**src/rtl/branch_resolve_pkg.sv**
```systemverilog
// Shared definitions for the branch resolution path: datapath width, the
// default performance counter width and the prediction bundle that travels
// from the predictor in F through the D and E pipeline registers.
package branch_resolve_pkg;

  localparam int XLEN          = 32;
  localparam int CNT_WIDTH_DEF = 16;

  // Prediction bundle shared with the predictor and the hazard unit.
  typedef struct packed {
    logic            taken;
    logic [XLEN-1:0] target;
  } pred_t;

  // A flushed pipeline slot: predicted not-taken, so it never redirects.
  localparam pred_t PRED_BUBBLE = '0;

endpackage

```
**src/rtl/branch_resolve_sat_counter.sv**
```systemverilog
// Saturating up-counter used for performance visibility. It sticks at
// all-ones instead of wrapping, and a clear beats a simultaneous increment.
module sat_counter #(
  parameter int WIDTH = 16
) (
  input  logic             clk,
  input  logic             rst,
  input  logic             clr,
  input  logic             inc,
  output logic [WIDTH-1:0] count
);

  // Reset/clear to zero, otherwise count up until all-ones is reached.
  always_ff @(posedge clk) begin
    if (rst) begin
      count <= '0;
    end else if (clr) begin
      count <= '0;
    end else if (inc && (count != {WIDTH{1'b1}})) begin
      count <= count + WIDTH'(1);
    end
  end

endmodule

```
**src/rtl/branch_resolve.sv**
```systemverilog
// Execute-stage branch resolution. The F-stage prediction rides through the
// D and E registers; in E it is compared with the real outcome to produce a
// redirect, the corrected fetch address and the predictor training enables.
module branch_resolve
  import branch_resolve_pkg::*;
#(
  parameter int CNT_WIDTH = CNT_WIDTH_DEF
) (
  input  logic                 clk,
  input  logic                 rst,
  input  logic                 PrPCSrc_F,
  input  logic [XLEN-1:0]      PrALUResult_F,
  input  logic                 StallD,
  input  logic                 FlushD,
  input  logic                 StallE,
  input  logic                 FlushE,
  input  logic                 Branch_E,
  input  logic                 PCSrc_E,
  input  logic [XLEN-1:0]      ALUResult_E,
  input  logic [XLEN-1:0]      PC_plus4_E,
  input  logic                 CntClr,
  output logic                 PrPCSrc_E,
  output logic [XLEN-1:0]      PrALUResult_E,
  output logic                 Mispredict_E,
  output logic [XLEN-1:0]      PC_Redirect,
  output logic                 WE_PrPCSrc,
  output logic                 WE_PrALUResult,
  output logic [CNT_WIDTH-1:0] BranchCount,
  output logic [CNT_WIDTH-1:0] MissCount
);

  pred_t pred_d;
  pred_t pred_e;
  logic  act;
  logic  actual_taken;
  logic  dir_miss;
  logic  tgt_miss;
  logic  alias_miss;

  // D register: a mispredict flush outranks a stall so the wrong-path entry never survives.
  always_ff @(posedge clk) begin
    if (rst) begin
      pred_d <= PRED_BUBBLE;
    end else if (FlushD || Mispredict_E) begin
      pred_d <= PRED_BUBBLE;
    end else if (!StallD) begin
      pred_d <= '{taken: PrPCSrc_F, target: PrALUResult_F};
    end
  end

  // E register: an external flush and a mispredict collapse into one clear.
  always_ff @(posedge clk) begin
    if (rst) begin
      pred_e <= PRED_BUBBLE;
    end else if (FlushE || Mispredict_E) begin
      pred_e <= PRED_BUBBLE;
    end else if (!StallE) begin
      pred_e <= pred_d;
    end
  end

  assign PrPCSrc_E     = pred_e.taken;
  assign PrALUResult_E = pred_e.target;

  // Resolution only acts while E is moving, so a stalled branch resolves exactly once on release.
  always_comb begin
    act            = !StallE;
    actual_taken   = Branch_E && PCSrc_E;
    dir_miss       = Branch_E && (pred_e.taken != PCSrc_E);
    tgt_miss       = actual_taken && pred_e.taken && (pred_e.target != ALUResult_E);
    alias_miss     = !Branch_E && pred_e.taken;
    Mispredict_E   = act && (dir_miss || tgt_miss || alias_miss);
    PC_Redirect    = actual_taken ? ALUResult_E : PC_plus4_E;
    WE_PrPCSrc     = act && (dir_miss || alias_miss);
    WE_PrALUResult = act && actual_taken && (!pred_e.taken || tgt_miss);
  end

  sat_counter #(.WIDTH(CNT_WIDTH)) u_branch_cnt (
    .clk   (clk),
    .rst   (rst),
    .clr   (CntClr),
    .inc   (act && Branch_E),
    .count (BranchCount)
  );

  sat_counter #(.WIDTH(CNT_WIDTH)) u_miss_cnt (
    .clk   (clk),
    .rst   (rst),
    .clr   (CntClr),
    .inc   (Mispredict_E),
    .count (MissCount)
  );

endmodule

```
**config.mk**
```make
export PLATFORM = sky130hd
export DESIGN_NAME = branch_resolve
export DESIGN_NICKNAME = d
export VERILOG_FILES = /design/src/rtl/branch_resolve_pkg.sv /design/src/rtl/branch_resolve_sat_counter.sv /design/src/rtl/branch_resolve.sv
export SDC_FILE = /design/constraint.sdc
export NUM_CORES = 1
export LEC_CHECK = 0
export CAP_MARGIN = 20
export CORE_MARGIN = 2
export CORE_UTILIZATION = 46
export DETAILED_ROUTE_END_ITERATION = 8
export PLACE_DENSITY = 0.93
export SYNTH_ARGS = -nofsm -noshare
export SYNTH_HDL_FRONTEND = slang
export SYNTH_SLANG_ARGS = --single-unit
export TNS_END_PERCENT = 20
```
**constraint.sdc**
```tcl
create_clock -name clk -period 4.62 [get_ports clk]
set_clock_uncertainty 0.05 [all_clocks]
set_input_delay 0.693 -clock clk [delete_from_list [all_inputs] [get_ports clk]]
set_output_delay 0.693 -clock clk [all_outputs]
set_load 0.05 [all_outputs]
```
### Word level (Yosys, flattened, before mapping)

Cells that the tools add are included.

| word-level totals | value |
|---|---|
| register bits | 98 |
| input bits | 106 |
| output and inout port bits | 100 |
| logic and storage cells | 37 |

| operators by class | value |
|---|---|
| $add $sub $neg | 2 |
| eq/ne operators | 4 |
| mux-type cells | 1 |
| reduce and logical (&&, ||, !) cells | 24 |

Operator list:

| cell | count |
|---|---|
| $add 16x1->16 const B | 2 |
| $mux 32 | 1 |
| $ne 16x16->1 const B | 2 |
| $ne 32x32->1 | 1 |
| $logic_and 1x1->1 | 12 |
| $logic_or 1x1->1 | 6 |
| $reduce_or 2->1 | 3 |
| $logic_not 1->1 | 3 |
| $ne 1x1->1 | 1 |

### Depth between registers and ports, before layout

Gate-level depths: netlist (run 1).

| depth | value |
|---|---|
| depth in word-level cells | 8 |
| gate-level depth with buffers | 7 |

### By module

A second synthesis (run 1) with hierarchy kept.

| unflattened totals | value |
|---|---|
| cell total of the unflattened synthesis | 519 |
| area total of the unflattened synthesis | 5496.5 um^2 |

By module, submodules not included:

| module | times used | cells an instance | area each (um^2) | seq. area each (um^2) |
|---|---|---|---|---|
| branch_resolve | 1 | 315 | 3662.3 | 1321.3 |
| sat_counter | 2 | 102 | 917.1 | 320.3 |

### Worst setup path before layout (run 1)

No wires, ideal clock.

| timing path | value |
|---|---|
| path kind | in2out |
| start | input port StallE |
| end | output port WE_PrALUResult |
| arrival time | 2368 ps |
| slack | 1509 ps |
| cell stages on the path | 3 |
| cell sequence | buf_1 -> buf_1 -> nor3_1 |

| between the ends | value |
|---|---|
| word-level cells in the longest chain between the ends | 3 |

Ends and longest elaborated chain:

| element | line | source |
|---|---|---|
| start: declaration | branch_resolve.sv:15 | `input logic StallE,` |
| $logic_not 1->1 | branch_resolve.sv:67 | `act = !StallE;` |
| $logic_and 1x1->1 (2 in series) | branch_resolve.sv:75 | `WE_PrALUResult = act && actual_taken && (!pred_e.taken \|\| tgt_miss);` |
| end: declaration | branch_resolve.sv:27 | `output logic WE_PrALUResult,` |

No other way between the ends.

### Final worst setup path (run 1)

| timing path | value |
|---|---|
| start | input port ALUResult_E[17] |
| end | output port WE_PrALUResult |

| between the ends | value |
|---|---|
| word-level cells in the longest chain between the ends | 4 |

Ends and longest elaborated chain:

| element | line | source |
|---|---|---|
| start: declaration | branch_resolve.sv:19 | `input logic [XLEN-1:0] ALUResult_E,` |
| $ne 32x32->1 | branch_resolve.sv:70 | `tgt_miss = actual_taken && pred_e.taken && (pred_e.target != ALUResult_E);` |
| $logic_and 1x1->1 | branch_resolve.sv:70 |  |
| $logic_or 1x1->1 | branch_resolve.sv:75 |  |
| $logic_and 1x1->1 | branch_resolve.sv:75 |  |

No other way between the ends.

==> results.toml, run 1 <==
[sta]
drv_slew = 0
grt_setup_unrepaired = "false"
finalSetupViolCount = 0
hold_viol = 0
min_period_ps = 3880
worstMarginPinSlew_ps = 1040
tns_ps = 0
relSlewSlack = 0.305
fmax_mhz = 257
min_period_over_period = 0.841

[floorplan]
core-area_um2 = 9820
die_h_um = 105
start_util = 0.475
floorplan.io_pins = 206
die-area_um2 = 11000
die_w_um = 105
rows = 36

[power]
peakVddDrop_v = 0.000177
p_int_mw = 1.23
swShare = 0.295
clock_power_share = 0.300
p_per_area_nw_per_um2 = 251
pwr-share-comb = 0.207
p_sw_mw = 0.517
power.share.sequential = 0.493
p_leak_nw = 2.66

[min_path]
min_to = "u_miss_cnt.count[6]"
min_path_type = "flip-flop to flip-flop"
whs_path_depth = 2
min_from = "u_miss_cnt.count[6]"

[flow_run]
cap_violations = 0

[route]
first_iter_violations = 98
viasPerCell = 5.31
drtAntennaViolNets = 0
via_count = 4415
wl_per_cell_um = 16.8
drt_wl_total_mm = 14.0
drcViolationCount = 0
dr.pass1.iters = 4

[critical_path]
r2r_setup_slack_ps = 2000
critPathLaunchType = "input port"
r2r_start = "PrALUResult_E[29]"
cp-end-kind = "primary output"
crit_required_ps = 3880
path_class = "input port to primary output"
worstPathMaxFanout = 2
rr_endpoint = "PrALUResult_E[22]"
r2r_cells = 8
arrival_ps = 3140

[clock_network]
cts_htree_levels = 3
postCtsHoldBufs = 0
postCtsSetupRepairBufs = 0
cts-root-buf = "clkbuf_8"
clk_pin_slew_ps = 90
cts_tree = "yes"
numCtsBuffers = 9
cts_sinks = 98
clock_latency_ps = 360
cts_resized = 0
clk_path_buf_depth = 2

[logic_synthesis]
synthFlopType = "dfxtp_1"
yosysWarningCount = 0
synth_cells = 498
synth-edff-count = 0
synth_cell_types = 37
ys_async_sr_fraction = 0
ys_seq_elements = 98
syn_area_um2 = 4660
syn_avg_cell_area_um2 = 9.36
syn_nets = 606
ys_seq_area_frac = 0.421

[final_layout]
fillers = 766
nNetsFinal = 801
diodes = 0
utilization = 0.711
drive_above_1_share = 0.0903
area_delta_synth_final_pct = 49.8

[global_route]
grt_max_degree = 36
antenna_found_initial = 0
grt_first_pass_wirelength_mm = 22.1
grt_pass1_vias = 4569
grt-ovfl-total = 0
grt_util_all_layers = 0.251

[place]
dp_hpwl_mm = 10.4
io_buffers = 205
gp_congestion = 0.835

[run_status]
outcome = "complete, no violations"
[final cells by class]
type                       instances  area, um^2  area share
clock buffer                       9         124      0.0177
clock inverter                     7        58.8     0.00842
inverter                           5        18.8     0.00269
multi-input combinational        370        2590       0.370
sequential                        98        1960       0.281
tap                              133         166      0.0238
timing repair buffer             209        2070       0.296
[synthesized netlist by cell type (2+ instances only)]
| library cell | n | area [um^2] |
|---|---|---|
| nand4_1 | 9 | 56.3 |
| nor2_1 | 90 | 338 |
| and4_1 | 3 | 26.3 |
| nand3_1 | 13 | 65.1 |
| o21ai_0 | 13 | 65.1 |
| buf_1 | 2 | 7.51 |
| o21ai_1 | 2 | 10.0 |
| or4_1 | 9 | 67.6 |
| dfxtp_1 | 98 | 1960 |
| nand2_1 | 17 | 63.8 |
| nor4_1 | 7 | 43.8 |
| a21oi_1 | 19 | 95.1 |
| xnor2_1 | 5 | 43.8 |
| inv_1 | 5 | 18.8 |
| nand2b_1 | 2 | 12.5 |
| or3_1 | 13 | 81.3 |
| mux2i_1 | 68 | 681 |
| or2_1 | 2 | 12.5 |
| and3_1 | 2 | 12.5 |
| buf_2 | 9 | 45.0 |
| o31ai_1 | 6 | 45.0 |
| ha_1 | 2 | 25.0 |
| mux2_2 | 32 | 360 |
| xor2_1 | 38 | 333 |
| nor3_1 | 7 | 35.0 |
| clkbuf_1 | 14 | 52.6 |
[cells by family (layout without fill, tap and decap cells)]
kind of cell               Yosys count  count (layout)  share of synthesized area
and+or+nand+nor                    180             180                      0.188
adders and majority gates            2               2                    0.00537
DFF                                 98              98                      0.421
AOI/OAI and AO/OA                   45              45                     0.0556
xor gates and xnor gates            43              43                     0.0808
buffers and inverters               30             230                     0.0266
muxes                              100             100                      0.223
[layer usage]
metal  up-vias  GRT usage  wire length, um
met4         0      0.109              410
met5         -          0                0
met3        28     0.0649              826
li1       2128          -                -
met2       158      0.464             7310
met1      2101      0.269             5400
[through the flow]
stage               area [um^2]  hold slack (ps)  power [mW]  setup slack (ps)  cells
floorplan                  4660              410        1.08              1510    498
global placement           6800              418        1.24               757    815
detailed placement         6800              430        1.24               745    815
CTS                        6990              446        1.76               737    831
global route               6990              481        1.82               586    831
finish                     6990              444        1.75               735    831
[cell usage in the layout, fill, tap and decap left out, drive strengths merged, types with 2 or more instances in the layout]
cell,netlist,routed
nand2,17,17
clkdlybuf4s50,0,202
dfxtp,98,98
nand3,13,13
mux2i,68,68
nor4,8,8
ha,2,2
or2,4,4
xnor2,5,5
clkinv,0,3
nand2b,2,2
nand4,9,9
or3,13,13
o31ai,6,6
and3,2,2
or4,9,9
xor2,38,38
nor3,7,7
o21ai,15,15
buf,11,7
inv,5,8
nor2,90,90
mux2,32,32
and4,3,3
a21oi,19,19
a211oi,2,2
clkbuf,14,9
[power by group through the flow]
stage / Combinational, mW / Clock (mW) / Sequential, mW
2_1_floorplan: 0.188 / 0 / 0.890
3_3_place_gp: 0.358 / 0 / 0.882
3_5_place_dp: 0.362 / 0 / 0.883
4_1_cts: 0.365 / 0.534 / 0.863
5_1_grt: 0.380 / 0.576 / 0.865
6_report: 0.362 / 0.525 / 0.863
[sequential cells by signal, indices dropped and copies added (netlist names)]
signal              flops
PrALUResult_E          32
PrPCSrc_E               1
pred_d                 33
u_branch_cnt.count     16
u_miss_cnt.count       16
[worst max-delay path by stage]
stage                     slack (ps)             end  cells past startpoint            start
final                            740  WE_PrALUResult                      7  ALUResult_E[17]
after global routing             590  WE_PrALUResult                      7  ALUResult_E[25]
after CTS                        740  WE_PrALUResult                      7  ALUResult_E[17]
after detailed placement         750  WE_PrALUResult                      7  ALUResult_E[17]
after global placement           760  WE_PrALUResult                      7  ALUResult_E[25]
after floorplan                 1510  WE_PrALUResult                      3           StallE
[critical path, stage by stage]
cell	delay [ps]
clkdlybuf4s50_1	450
xor2_1	170
nor4_1	490
nand4_1	270
nor3_1	240
nor3_1	60
clkdlybuf4s50_1	770
No activity file was read; power rests on OpenSTA's default activity.
==> run 2, diff against run 1 <==
--- a/config.mk
+++ b/config.mk
@@ -7,9 +7,9 @@
 export LEC_CHECK = 0
 export CAP_MARGIN = 20
 export CORE_MARGIN = 2
-export CORE_UTILIZATION = 46
+export CORE_UTILIZATION = 42
 export DETAILED_ROUTE_END_ITERATION = 8
-export PLACE_DENSITY = 0.93
+export PLACE_DENSITY = 0.86
 export SYNTH_ARGS = -nofsm -noshare
 export SYNTH_HDL_FRONTEND = slang
 export SYNTH_SLANG_ARGS = --single-unit
==> constraint.sdc (replaced) <==
create_clock -name clk -period 3.6 [get_ports clk]
set_clock_uncertainty 0.05 [all_clocks]
set_input_delay 0.54 -clock clk [delete_from_list [all_inputs] [get_ports clk]]
set_output_delay 0.54 -clock clk [all_outputs]
set_load 0.05 [all_outputs]
==> results.toml, run 2 (same netlist as run 1, synthesis figures left out) <==
[sta]
min_period_ps = 3150
min_period_over_period = 0.874
hold_viol = 0
finalSetupViolCount = 0
tns_ps = 0
grt_setup_unrepaired = "false"
drv_slew = 0
worstMarginPinSlew_ps = 1020
fmax_mhz = 318
relSlewSlack = 0.321

[final_layout]
final_cells = 839
final_common_cell = "clkdlybuf4s50_1"
layout_common_cells = "clkdlybuf4s50_1, dfxtp_1, nor2_1, mux2i_1, buf_4"
largest-register = "pred_d"
regArea_um2 = 1960
largest_register_ff_count = 33
area_delta_synth_final_pct = 48.9
multi_input_area_um2 = 2590
diodes = 0
drive_above_1_share = 0.140
nNetsFinal = 802
utilization = 0.640
fillers = 866

[flow_run]
cap_violations = 0

[critical_path]
crit_required_ps = 3010
worstPathMaxFanout = 2
cp-end-kind = "primary output"
critPathLaunchType = "input port"
path_class = "input port to primary output"
arrival_ps = 2560

[min_path]
min_path_type = "flip-flop to flip-flop"

[clock_network]
numCtsBuffers = 9
clock_latency_ps = 350
cts_resized = 0
clk_path_buf_depth = 2
cts_tree = "yes"
cts_sinks = 98
cts-root-buf = "clkbuf_8"
postCtsHoldBufs = 0
clk_pin_slew_ps = 110
postCtsSetupRepairBufs = 0
cts_htree_levels = 3

[run_status]
outcome = "complete, no violations"

[route]
drtAntennaViolNets = 0
dr.pass1.iters = 4
wl_per_cell_um = 15.9
viasPerCell = 5.21
via_count = 4371
drt_wl_total_mm = 13.3
drcViolationCount = 0
first_iter_violations = 175

[place]
dp_hpwl_mm = 10.3
place_inst = 823
gp_congestion = 0.840
io_buffers = 205

[power]
p_leak_nw = 2.71
peakVddDrop_v = 0.000181
p_per_area_nw_per_um2 = 324

[floorplan]
core-area_um2 = 10800
die_h_um = 109
die_w_um = 109
die-area_um2 = 12000
rows = 38
start_util = 0.430
floorplan.io_pins = 206

[global_route]
grt-ovfl-total = 0
grt_pass1_vias = 4439
grt_max_degree = 35
antenna_found_initial = 0
grt_util_all_layers = 0.228
grt_first_pass_wirelength_mm = 21.3
[run 2: cell count changes in the layout (fill, tap and decap cells not counted)]
cell,previous run,this run
buf_4,5,39
clkdlybuf4s50_1,202,168
clkinv_4,2,4
inv_6,2,0
buf_12,0,1
clkbuf_8,9,10
clkinv_2,1,0
clkinvlp_4,1,0
inv_8,1,2
[run 2: layer usage]
layer  track usage  up-vias  routed length (um)
met5             0        -                   0
met4        0.0995        0                 436
met3        0.0468       28                 786
met2         0.412      147                6890
met1         0.259     2067                5220
li1              -     2129                   -
[run 2: stage by stage]
stage / hold slack [ps] / instance area [um^2] / total power, mW / setup WS (ps)
3_5_place_dp: 426 / 6750 / 1.59 / 482
2_1_floorplan: 410 / 4660 / 1.38 / 795
5_1_grt: 477 / 6940 / 2.33 / 415
6_report: 452 / 6940 / 2.25 / 454
4_1_cts: 449 / 6940 / 2.27 / 528
3_3_place_gp: 417 / 6750 / 1.58 / 574
[run 2: worst paths after layout]
kind | startpoint | end | slack (ps) | cells after the start
worst max-delay path | ALUResult_E[29] | Mispredict_E | 450 | 7
worst min-delay path | pred_d[22] | PrALUResult_E[22] | 450 | 2
worst max register to register | PrALUResult_E[29] | pred_d[19] | 1040 | 8
worst min register to register | pred_d[22] | PrALUResult_E[22] | 450 | 2
[run 2: layout make-up]
cell class / count / area share
Clock inverter: 6 / 0.00829
Tap cell: 140 / 0.0252
Multi-Input combinational cell: 370 / 0.373
Sequential cell: 98 / 0.283
Clock buffer: 10 / 0.0198
Timing Repair Buffer: 210 / 0.289
Inverter: 5 / 0.00270
[run 2: report_power, final]
group	internal [mW]	switching, mW
Sequential	1.10	0.00973
Clock	0.285	0.400
Combinational	0.213	0.241
[run 2: critical path: stages]
cell,delay (ps)
clkdlybuf4s50_1,450
xor2_1,160
nor4_1,540
nand4_1,270
nor4_4,280
nor2_1,90
buf_4,220
